<file path="config.mk">
export PLATFORM = sky130hd
export DESIGN_NAME = decoder_proj_core
export DESIGN_NICKNAME = d
export VERILOG_FILES = /design/src/rtl/decoder_proj_pkg.sv /design/src/rtl/decoder_proj_core.sv
export SDC_FILE = /design/constraint.sdc
export NUM_CORES = 1
export LEC_CHECK = 0
export BUFFER_PORTS_ARGS = -buffer_cell sky130_fd_sc_hd__buf_2
export CELL_PAD_IN_SITES_DETAIL_PLACEMENT = 1
export CELL_PAD_IN_SITES_GLOBAL_PLACEMENT = 1
export CORE_MARGIN = 2
export CORE_UTILIZATION = 35
export DETAILED_ROUTE_END_ITERATION = 7
export GPL_TIMING_DRIVEN = 0
export PLACE_DENSITY_LB_ADDON = 0.1
export SETUP_SLACK_MARGIN = 0.05
export SLEW_MARGIN = 20
export SYNTH_ARGS = -nofsm -noshare
export SYNTH_HDL_FRONTEND = slang
export SYNTH_SLANG_ARGS = --single-unit
</file>
<file path="constraint.sdc">
create_clock -name vclk -period 1.75
set_input_delay 0.2625 -clock vclk [all_inputs]
set_output_delay 0.2625 -clock vclk [all_outputs]
set_load 0.1 [all_outputs]
</file>
<file path="src/rtl/decoder_proj_pkg.sv">
// Shared definitions for the decoder project: mode codes, the decode result
// record and the 7-segment glyph table.
package decoder_proj_pkg;

  localparam logic [1:0] MODE_HEX    = 2'b00;
  localparam logic [1:0] MODE_BCD    = 2'b01;
  localparam logic [1:0] MODE_ONEHOT = 2'b10;
  localparam logic [1:0] MODE_THERM  = 2'b11;

  localparam int unsigned SEG_W  = 7;
  localparam int unsigned DEC_W  = 8;
  localparam int unsigned IO_W   = 7;
  localparam logic [3:0]  BCD_MAX = 4'd9;

  typedef struct packed {
    logic [SEG_W-1:0] seg;
    logic [DEC_W-1:0] dec;
    logic             valid;
    logic             err;
  } dec_result_t;

  // Segment order is {g,f,e,d,c,b,a}; a set bit lights the segment.
  function automatic logic [SEG_W-1:0] seg7_glyph(input logic [3:0] nib);
    logic [SEG_W-1:0] g;
    case (nib)
      4'h0:    g = 7'b0111111;
      4'h1:    g = 7'b0000110;
      4'h2:    g = 7'b1011011;
      4'h3:    g = 7'b1001111;
      4'h4:    g = 7'b1100110;
      4'h5:    g = 7'b1101101;
      4'h6:    g = 7'b1111101;
      4'h7:    g = 7'b0000111;
      4'h8:    g = 7'b1111111;
      4'h9:    g = 7'b1101111;
      4'hA:    g = 7'b1110111;
      4'hB:    g = 7'b1111100;
      4'hC:    g = 7'b0111001;
      4'hD:    g = 7'b1011110;
      4'hE:    g = 7'b1111001;
      default: g = 7'b1110001;
    endcase
    return g;
  endfunction

endpackage

</file>
<file path="src/rtl/decoder_proj_core.sv">
// Pure combinational decode of {mode, enable, data} into the segment pattern,
// one-hot/thermometer code and valid/err flags.
module decoder_proj_core
  import decoder_proj_pkg::*;
(
  input  logic [1:0]  mode,
  input  logic        en,
  input  logic [3:0]  data,
  output dec_result_t res
);

  logic [DEC_W-1:0] onehot;
  logic [DEC_W-1:0] therm;

  always_comb begin
    onehot = '0;
    onehot[data[2:0]] = 1'b1;
  end

  // data[3] saturates the thermometer to all ones.
  always_comb begin
    if (data[3]) begin
      therm = '1;
    end else begin
      therm = onehot - 8'd1;
    end
  end

  always_comb begin
    res = '0;
    if (en) begin
      case (mode)
        MODE_HEX: begin
          res.seg   = seg7_glyph(data);
          res.valid = 1'b1;
        end
        MODE_BCD: begin
          if (data <= BCD_MAX) begin
            res.seg   = seg7_glyph(data);
            res.valid = 1'b1;
          end else begin
            res.err = 1'b1;
          end
        end
        MODE_ONEHOT: begin
          res.dec   = onehot;
          res.valid = 1'b1;
        end
        default: begin
          res.dec   = therm;
          res.valid = 1'b1;
        end
      endcase
    end
  end

endmodule

</file>
==> impl_results.md, run 1 <==
* Result of the run: stopped before the end
* Last stage reached: 4_1_cts
* Run Error: [ERROR DPL-0033] detailed placement checks failed during check placement.
* Cell Area, Synth at 593.1 um^2
* Synthesized-area fraction occupied by ao, oa, aoi and oai cells at 32.07%
* Die Span X at 45.17 um
* Biggest area contributors in the synthesized netlist: sky130_fd_sc_hd__ha_1 17%, sky130_fd_sc_hd__a211oi_1 7.6%, sky130_fd_sc_hd__nand2_1 7.6%, sky130_fd_sc_hd__a21oi_1 6.8%, sky130_fd_sc_hd__nor2b_1 4.2%
* Post-synthesis cell count at 88
* Gates resized, CTS repair at 89
* Port bufs at 24
* Number of cell rows at 14
* Quantity of hold-fixing buffers added after cts at 0
* Post-place setup slack at -554.3 ps
* Gpl congestion at 0.7763
* Die boundary height at 45.17 um
* Initial cell density of the core at 38.47%
* Setup Buffers After CTS at 18
* Net count after synthesis at 103
* Largest area contributor in the synthesized netlist: sky130_fd_sc_hd__ha_1
* Number of top-level pins at 24
* Main combinational cell family by area after synthesis: simple AND/OR/NAND/NOR gates
* Area share of the largest cell type after synthesis at 16.88%
* Placement Cell Area at 980.9 um^2
* Multiplexer area fraction after synthesis at 1.688%
* XOR/XNOR Fraction of Synth Area at 2.954%
* Share of the yosys chip area belonging to registers at 0%
* Adder-Cell Fraction of Synth Area at 16.88%
* Number of distinct standard cells referenced by the synthesized netlist at 33
* Simple-gate area share of the yosys netlist at 35.23%
* Number of synthesis warnings at 0
* Post-synthesis area per instance at 6.739 um^2
* HPWL Detailed at 1.627 mm
## stage by stage
step	instances	util (%)
detailed placement	128	63.64
floorplan	88	-
global placement	128	63.64
## Yosys cell counts (all sizes together)
cell type and count:
nand2 12, a21oi 8, ha 8, a211oi 7, nor2 7, buf 6, inv 5, nor2b 4
nand2b 3, nand3 3, nor3 3, o21ai 3, o22ai 3, a311oi 2, a31oi 2, nor3b 2
or3 2, and3 1, mux2i 1, o211ai 1, o21a 1, o21ba 1, or2 1, xnor2 1
xor2 1
## cells by family after synthesis
kind of cell    after synthesis
simple gates                 38
compound gates               28
buf+inv                      11
fa+ha+maj                     8
xor+xnor                      2
mux                           1
==> run 2, diff against run 1 <==
==> config.mk (replaced) <==
export PLATFORM = sky130hd
export DESIGN_NAME = decoder_proj_core
export DESIGN_NICKNAME = d
export VERILOG_FILES = /design/src/rtl/decoder_proj_pkg.sv /design/src/rtl/decoder_proj_core.sv
export SDC_FILE = /design/constraint.sdc
export NUM_CORES = 1
export LEC_CHECK = 0
export BUFFER_PORTS_ARGS = -buffer_cell sky130_fd_sc_hd__buf_2
export CORE_AREA = 2 2 63 65
export DETAILED_ROUTE_END_ITERATION = 7
export DIE_AREA = 0 0 65 67
export GPL_TIMING_DRIVEN = 0
export PLACE_DENSITY_LB_ADDON = 0.15
export SLEW_MARGIN = 20
export SYNTH_ARGS = -nofsm -noshare
export SYNTH_HDL_FRONTEND = slang
export SYNTH_SLANG_ARGS = --single-unit
==> run 2 against run 1 <==
Effect of this change:
- the flow now finishes, with violations (setup timing)
- synthesized cell count did not move
- synthesized area unchanged
==> impl_results.md, run 2 <==
* Most common library cell in the layout ignoring fill and taps: sky130_fd_sc_hd__buf_4
* Ranking of synthesized cells by instance count: 12 x sky130_fd_sc_hd__nand2_1, 8 x sky130_fd_sc_hd__a21oi_1, 8 x sky130_fd_sc_hd__ha_1
* Routed vias at 797
* Drt initial violations at 47
* Number of cell rows at 22
* Die Span X at 65 um
* Setup repair after global routing missed its margin: true
* Max rail drop VDD at 0.09487 mV
* Biggest area contributors in the synthesized netlist: sky130_fd_sc_hd__ha_1 17%, sky130_fd_sc_hd__a211oi_1 7.6%, sky130_fd_sc_hd__nand2_1 7.6%, sky130_fd_sc_hd__a21oi_1 6.8%, sky130_fd_sc_hd__nor2b_1 4.2%
* Post-synthesis area per instance at 6.739 um^2
* Area inside the core boundary at 0.003606 mm^2
* First-pass GRT wire length at 3.870 mm
* Maximum frequency from static timing analysis at 501.2 MHz
* Largest fanout of any net on the critical path at 5
* Number of distinct standard cells referenced by the synthesized netlist at 33
* Share of the yosys chip area belonging to registers at 0%
* Slew of the pin with the lowest slew margin at 576.9 ps
* Final sequential cell count at 0
* First-pass detailed-route iteration total at 2
* Final routed wirelength across all metal layers at 2.362 mm
* Final cell area excluding filler cells at 0.001500 mm^2
* Most used cells in the layout excluding fill and tap cells: 18 x sky130_fd_sc_hd__buf_4, 17 x sky130_fd_sc_hd__buf_12, 10 x sky130_fd_sc_hd__nand2_1
* Headroom to the max-slew limit at 61.45%
* Top-count cell post-synth: sky130_fd_sc_hd__nand2_1
* Number of synthesis warnings at 0
* Die boundary height at 67 um
* Worst EP required at 1490 ps
* Post-place setup slack at -633.2 ps
* Power consumption at 512.3 uW
* Largest area contributor in the synthesized netlist: sky130_fd_sc_hd__ha_1
* Initial cell density of the core at 16.45%
* Congestion Overflow GR at 0
* DRC Markers at 0
* Number of clock buffer instances in the layout at 0
* Filler-free cell count of the finished design at 179
* Fin util at 41.60%
* Count of placed standard cells including taps at 160
* Final hold viol count at 0
* Net count after synthesis at 103
* WL per Instance at 13.20 um
* Combined global-route utilization of all metal layers at 11.04%
* Die outline area at 0.004355 mm^2
* Path type of the worst setup path: in -> out
* Number of top-level pins at 24
* Final Critical Period at 1995 ps
* Port bufs at 24
* Diode count at 0
* Post-synthesis cell count at 88
* Gpl congestion at 0.7514
* Number of vias per cell after detailed routing at 4.453
* Fraction of the cycle the final worst path needs at 114.0%
* Number of max-cap violations at 0
* Kind of capture point of the worst setup path: output port
* Share of cells above drive strength 1 at 67.94%
* HPWL Detailed at 1.680 mm
* Area share of the largest cell type after synthesis at 16.88%
* FF+latch area at 0 um^2
* Arrival time at the worst endpoint at 1730 ps
* Pleak at 0.0005682 uW
* Vias in the first global route at 793
* Result of the run: finished with violations
* Type of the tightest min-delay check: in -> out
* Number of nets still failing antenna checks after routing at 0
* Worst Hold Path Cells at 3
* Total of endpoints with negative setup slack in the final report at 12
* Antenna violations before repair at 0
* Largest net degree at the start of global routing at 11
* Cell Area, Synth at 593.1 um^2
* Layout overhead on the synthesized area at 153.0%
* Final count of pins violating max slew at 0
* Power density normalized to cell area at 341.5 mW/mm^2
* Placement Cell Area at 0.001021 mm^2
* Violated checks: setup timing
* Minimum setup slack in the final design at -245.3 ps
* Number of nets in the layout at 148
* Startpoint class of the critical path: input port
## run 2: cell counts after synthesis
Identical to the previous run, type by type.
## run 2: cell families after synthesis
family                     after synthesis  share of synthesized area [%]
xor gates and xnor gates                 2                          2.954
buffers and inverters                   11                          11.18
muxes                                    1                          1.688
adders and majority gates                8                          16.88
AOI/OAI and AO/OA                       28                          32.07
and+or+nand+nor                         38                          35.23
## run 2: critical path, cell delays in order
cell and delay, ps:
sky130_fd_sc_hd__buf_12 100, sky130_fd_sc_hd__buf_12 130, sky130_fd_sc_hd__nor3_4 200, sky130_fd_sc_hd__inv_2 60, sky130_fd_sc_hd__ha_4 180, sky130_fd_sc_hd__xnor2_2 130, sky130_fd_sc_hd__nand3_2 110, sky130_fd_sc_hd__a311oi_4 340
sky130_fd_sc_hd__buf_12 220
## run 2: stage by stage
| step | hold WS [ps] | setup TNS (ps) |
|---|---|---|
| 2_1_floorplan | 800.9 | -3013 |
| 3_3_place_gp | 1043 | -5679 |
| 3_5_place_dp | 1043 | -5879 |
| 4_1_cts | 934.3 | -675.4 |
| 5_1_grt | 951.2 | -2114 |
| 6_report | 939.4 | -1542 |
## run 2: worst paths after layout
| path | startpoint | to |
|---|---|---|
| max | data[1] | res[8] |
| min | en | res[1] |
## run 2: metal layers
| layer | wire, um | GRT usage (%) |
|---|---|---|
| met5 | 0 | 0 |
| met4 | 0 | 0 |
| met3 | 60 | 0.5068 |
| met2 | 1285 | 21.39 |
| met1 | 1016 | 14.21 |
## run 2: what timing repair did
item	4_1_cts	5_1_grt
pin swaps	10	8
hold endpoints to repair	0	0
endpoints found under the setup margin	16	15
resized for setup	65	18
buffers inserted	15	6
hold buffers	0	0
## run 2: power breakdown
part	switching [uW]	internal, uW	leakage [uW]
combinational	310	202	0.000568
clock	0	0	0
sequential	0	0	0
## run 2: layout make-up
type | instances | area [um^2]
buffer | 6 | 63.81
fill | 353 | 2106
inverter | 5 | 28.78
multi-input combinational | 77 | 808.3
tap | 48 | 60.06
timing repair buffer | 43 | 539.3
(Power assumes the default switching activity.)
